`src/rtl/iosys_mem_arbiter.sv`:
```
// Three-master arbiter for the shared 32-bit IOSys memory port.
// Port 0 (loader) has absolute priority, ports 1/2 round-robin, and each access has a timeout.
module iosys_mem_arbiter #(
   parameter int          TIMEOUT  = 4095,
   parameter logic [31:0] ERR_DATA = 32'hDEAD_BEEF
) (
   input  logic        clk,
   input  logic        resetn,
   input  logic        boot_lock,
   input  logic        p0_valid,
   input  logic [22:0] p0_addr,
   input  logic [31:0] p0_wdata,
   input  logic [3:0]  p0_wstrb,
   input  logic        p1_valid,
   input  logic [22:0] p1_addr,
   input  logic [31:0] p1_wdata,
   input  logic [3:0]  p1_wstrb,
   input  logic        p2_valid,
   input  logic [22:0] p2_addr,
   input  logic [31:0] p2_wdata,
   input  logic [3:0]  p2_wstrb,
   output logic        p0_ready,
   output logic        p1_ready,
   output logic        p2_ready,
   output logic [31:0] p_rdata,
   output logic        m_valid,
   output logic [22:0] m_addr,
   output logic [31:0] m_wdata,
   output logic [3:0]  m_wstrb,
   input  logic        m_ready,
   input  logic [31:0] m_rdata,
   output logic        timeout_err,
   output logic [1:0]  grant
);
   localparam int CW = ($clog2(TIMEOUT + 1) > 12) ? $clog2(TIMEOUT + 1) : 12;
   localparam logic [CW-1:0] TMO = CW'(TIMEOUT);

   typedef struct packed {
      logic [22:0] addr;
      logic [31:0] wdata;
      logic [3:0]  wstrb;
   } req_t;

   typedef enum logic [1:0] {IDLE, ARB, BUSY} state_t;

   state_t          state;
   logic [CW-1:0]   cnt;
   logic            rr_p2;
   logic [2:0]      served;
   req_t [2:0]      req;
   logic [2:0]      vld, elig_raw, elig, own;
   logic [1:0]      win;
   logic            busy, tmo, done;

   assign req[0]   = {p0_addr, p0_wdata, p0_wstrb};
   assign req[1]   = {p1_addr, p1_wdata, p1_wstrb};
   assign req[2]   = {p2_addr, p2_wdata, p2_wstrb};
   assign vld      = {p2_valid, p1_valid, p0_valid};
   assign elig_raw = boot_lock ? {2'b00, vld[0]} : vld;
   // served masks the owner for one cycle: its valid is still high after ready
   assign elig     = elig_raw & ~served;

   // rr_p2 set means port 2 was the last of the pair served, so port 1 wins a tie
   always_comb begin
      win = 2'd2;
      if (elig[0])
         win = 2'd0;
      else if (elig[1] && (!elig[2] || rr_p2))
         win = 2'd1;
   end

   always_comb begin
      own = 3'b000;
      case (grant)
         2'd0:    own = 3'b001;
         2'd1:    own = 3'b010;
         2'd2:    own = 3'b100;
         default: own = 3'b000;
      endcase
   end

   assign busy        = (state == BUSY);
   assign tmo         = busy && !m_ready && (TIMEOUT != 0) && (cnt == TMO);
   assign done        = (busy && m_ready) || tmo;
   assign p0_ready    = done && own[0];
   assign p1_ready    = done && own[1];
   assign p2_ready    = done && own[2];
   assign p_rdata     = !done ? 32'h0 : (m_ready ? m_rdata : ERR_DATA);
   assign timeout_err = tmo;

   always_ff @(posedge clk) begin
      if (!resetn) begin
         state   <= IDLE;
         m_valid <= 1'b0;
         m_addr  <= '0;
         m_wdata <= '0;
         m_wstrb <= '0;
         grant   <= 2'd3;
         cnt     <= '0;
         rr_p2   <= 1'b1;
         served  <= '0;
      end else begin
         served <= '0;
         case (state)
            IDLE: if (|elig) state <= ARB;
            ARB: begin
               if (|elig) begin
                  state                     <= BUSY;
                  grant                     <= win;
                  m_valid                   <= 1'b1;
                  {m_addr, m_wdata, m_wstrb} <= req[win];
                  cnt                       <= '0;
                  if (win != 2'd0) rr_p2 <= (win == 2'd2);
               end else begin
                  state <= IDLE;
               end
            end
            BUSY: begin
               if (!m_ready) cnt <= cnt + CW'(1);
               if (done) begin
                  m_valid <= 1'b0;
                  grant   <= 2'd3;
                  served  <= own;
                  state   <= (!tmo && |(elig_raw & ~own)) ? ARB : IDLE;
               end
            end
            default: state <= IDLE;
         endcase
      end
   end
endmodule
```
`config.mk`:
```
export PLATFORM = sky130hd
export DESIGN_NAME = iosys_mem_arbiter
export DESIGN_NICKNAME = d
export VERILOG_FILES = /design/src/rtl/iosys_mem_arbiter.sv
export SDC_FILE = /design/constraint.sdc
export NUM_CORES = 1
export LEC_CHECK = 0
export ABC_CLOCK_PERIOD_IN_PS = 1900
export BUFFER_PORTS_ARGS = -buffer_cell sky130_fd_sc_hd__clkbuf_2
export CORE_AREA = 2 2 124 126
export DETAILED_ROUTE_END_ITERATION = 8
export DIE_AREA = 0 0 126 128
export PLACE_DENSITY = 0.64
export SLEW_MARGIN = 25
export SYNTH_ARGS = -nofsm -noshare
export SYNTH_HDL_FRONTEND = slang
export SYNTH_SLANG_ARGS = --single-unit
```
`constraint.sdc`:
```
create_clock -name clk -period 1.9 [get_ports clk]
set_input_delay 0.095 -clock clk [delete_from_list [all_inputs] [get_ports clk]]
set_output_delay 0.095 -clock clk [all_outputs]
set_load 0.005 [all_outputs]
```
==> reports/summary.md <==
### Detailed routing
- **Via density** 4.82
- **DR iter-0 viols** 179
- **average routed wire per standard cell** 14.5 um
- **Via Count** 4960
- **total wire length** 14.9 mm
- **Remaining DRCs** 0
- **number of detailed-routing iterations run before antenna repair** 5
- **count of antenna-violating nets left after detailed routing** 0

### Critical path
- **endpoint kind of the worst setup timing path** output port
- **Worst Path Required** 1.80 ns
- **category of the worst setup path launch point** flip-flop
- **data arrival at the endpoint of the critical path** 1.75 ns
- **worst setup path class** reg -> out
- **worst-path maximum fanout** 31

### Die
- **total die area** 16100 um^2
- **I/O pin cnt** 314
- **initial core utilization** 0.296
- **CORE AREA** 14900 um^2
- **die height** 128 um
- **row cnt** 45
- **Die X-Extent** 126 um

### Power and ir drop
- **maximum VDD drop** 0.000500 V
- **Static Leakage** 0.00365 uW
- **power density relative to cell area** 861 nW/um^2

### Timing
- **setup violators final** 0
- **transition time at the pin with the least slew margin** 0.548 ns
- **Max Transition Viols Final** 0
- **post-layout minimum cycle time** 1.85 ns
- **portion of the clock cycle consumed by the worst path in the final layout** 0.972
- **accumulated negative setup slack** 0 ns
- **Clock Skews** 0.00697 ns
- **Fmax** 542 MHz
- **Slew Limit Headroom** 0.635
- **Hold Vio Cnt, Final** 0
- **RSZ-0062 raised after global routing** true
- **worst setup slack after layout** 0.0534 ns

### Synth
- **top cell type's share of synthesized area** 0.364
- **warnings from Yosys** 0
- **Async SR Flop Fraction** 0
- **count of flip-flops with a built-in enable after synthesis** 0
- **Cells after Synth** 534
- **synthesized netlist net count** 755
- **sequential area share after synthesis** 0.364
- **combined area of all synthesized cells** 4400 um^2
- **average size of a mapped cell** 8.23 um^2
- **Yosys reg bits** 80
- **cell type with the highest aggregate area in the netlist** sky130_fd_sc_hd__dfxtp_1
- **number of distinct standard cells referenced by the synthesized netlist** 38
- **Synth area leaders** sky130_fd_sc_hd__dfxtp_1 (36%), sky130_fd_sc_hd__mux2i_1 (13%), sky130_fd_sc_hd__a22o_1 (12%)
- **Synth Flop Type** sky130_fd_sc_hd__dfxtp_1

### Clocking
- **TritonCTS clock tree** done
- **number of buffers inserted during clock tree synthesis** 9
- **CTS H-tree lvls** 3
- **clock latency at the later pin of the worst-skew pair** 0.34 ns
- **buffer type at the clock tree root** sky130_fd_sc_hd__clkbuf_16
- **Max clock buf depth** 2
- **Post-CTS Hold Buffers** 0
- **CTS Sinks** 80
- **clock slew at reported path FFs** 0.06 ns

### Outcome
- **outcome** completed

### Finish
- **Antenna diodes** 0
- **count of non-filler cells in the finished layout** 1028
- **final non-filler cell area** 6730 um^2
- **fraction of layout instances using a drive strength above 1** 0.451
- **Layout Area Growth over Synthesis** 53.0%
- **net count reported at finish** 1058
- **final cell utilization of the core** 0.453

### Placed design
- **gp weighted congestion** 0.802
- **instance count after placement with tap cells included** 1011
- **post-placement setup slack** -0.00417 ns
- **area after detailed placement** 6300 um^2
- **buffers added on ports** 313
- **half-perimeter wire length after placement** 11.0 mm

### Flow run
- **# Max-Cap Violations** 0

### GRT
- **pin count of the biggest net entering global routing** 122
- **Remaining Overflow, GRT** 0
- **GRT Resource Usage Total** 0.174
- **antenna violations before repair** 0
- **first-pass GRT wire length** 22.6 mm
- **vias in the first global route** 4520

### Min path
- **Tightest Hold Check Type** in -> reg

-- metrics by stage --
| stage | hold slack (ns) | power [uW] |
|---|---|---|
| floorplan | 0.279 | 3060 |
| global placement | 0.418 | 3920 |
| detailed placement | 0.407 | 3930 |
| CTS | 0.0511 | 5820 |
| global route | 0.104 | 6140 |
| finish | 0.0798 | 5790 |
-- report_power, final --
group,switching (uW),internal [uW]
Clock,692,1140
Sequential,184,1950
Combinational,936,884
-- sequential cells by signal (all words and copies together) (netlist names) --
register / cells
state: 2
rr_p2: 1
cnt: 12
grant: 2
served: 3
m_wstrb: 4
m_valid: 1
m_addr: 23
m_wdata: 32
-- cell usage in the layout, fill, tap and decap left out, types with 5 or more instances in the layout --
| master | synthesis | final |
|---|---|---|
| sky130_fd_sc_hd__dfxtp_1 | 80 | 74 |
| sky130_fd_sc_hd__clkbuf_2 | 0 | 304 |
| sky130_fd_sc_hd__buf_2 | 13 | 9 |
| sky130_fd_sc_hd__clkbuf_16 | 0 | 9 |
| sky130_fd_sc_hd__o31ai_1 | 6 | 6 |
| sky130_fd_sc_hd__or3_1 | 9 | 9 |
| sky130_fd_sc_hd__or4_1 | 6 | 6 |
| sky130_fd_sc_hd__buf_4 | 0 | 15 |
| sky130_fd_sc_hd__inv_1 | 33 | 33 |
| sky130_fd_sc_hd__nand2_1 | 11 | 11 |
| sky130_fd_sc_hd__a22o_1 | 59 | 59 |
| sky130_fd_sc_hd__buf_12 | 0 | 8 |
| sky130_fd_sc_hd__mux2i_1 | 59 | 59 |
| sky130_fd_sc_hd__nor2_1 | 63 | 62 |
| sky130_fd_sc_hd__and3_1 | 8 | 8 |
| sky130_fd_sc_hd__o21ai_0 | 7 | 7 |
| sky130_fd_sc_hd__a21oi_1 | 98 | 95 |
| sky130_fd_sc_hd__nand3_1 | 6 | 5 |
-- cells by family (layout without fill, tap and decap cells) --
kind of cell / count (synthesis) / count (layout) / share of synthesized area
AO/OA/AOI/OAI: 187 / 188 / 0.278
AND/OR/NAND/NOR: 125 / 125 / 0.138
flip-flops: 80 / 80 / 0.364
buffers and inverters: 78 / 383 / 0.0703
multiplexers: 59 / 59 / 0.134
adder cells (fa/ha/maj): 5 / 5 / 0.0142
-- worst max-delay path, cell delays in order, from the launching register on --
cell,delay [ns]
sky130_fd_sc_hd__dfxtp_4,0.38
sky130_fd_sc_hd__nand4_4,0.14
sky130_fd_sc_hd__nor4_4,0.33
sky130_fd_sc_hd__o21ai_2,0.10
sky130_fd_sc_hd__buf_12,0.18
sky130_fd_sc_hd__a21oi_1,0.14
sky130_fd_sc_hd__clkbuf_2,0.14
-- metal layers --
metal | up-vias | part of all wire | GRT usage
met4 | 0 | 0.019 | 0.0750
li1 | 2542 | - | -
met5 | - | 0 | 0
met2 | 192 | 0.49 | 0.288
met3 | 19 | 0.060 | 0.0422
met1 | 2207 | 0.43 | 0.215
-- area by class of cell --
type                    instances  area, um^2
inverters                      33         124
flip-flops and latches         80        1620
clock inverters                 5        82.6
clock buffers                   9         225
repair buffers                336        1840
well taps                     188         235
fillers                      1564        8140
multi-input cells             377        2600
-- worst paths after layout --
path / endpoint / slack (ns) / cells after the start / from
setup reg to reg: cnt[7] / 0.08 / 6 / state[1]
hold reg to reg: m_wdata[20] / 0.47 / 1 / m_wdata[20]
setup / recovery: p_rdata[10] / 0.05 / 6 / cnt[3]
hold / removal: rr_p2 / 0.08 / 2 / resetn
-- cells in the mapped netlist, drive strengths merged, types with 3 or more instances --
cell type,n
mux2i,59
ha,5
a21oi,99
nor3,4
or3,9
buf,13
nand2b,5
nor2b,3
nand2,11
o21ai,13
o31ai,6
dfxtp,80
and3,8
nand3,6
inv,33
or4,6
nor2,63
nor4,4
clkbuf,32
a22o,59
-- what timing repair did --
| action | 4_1_cts | 5_1_grt |
|---|---|---|
| pin swaps | 2 | 3 |
| cloned | 0 | 1 |
| setup endpoints to repair | 29 | 38 |
| setup buffers | 0 | 2 |
| gates resized for setup | 13 | 19 |
(Power assumes the default switching activity.)
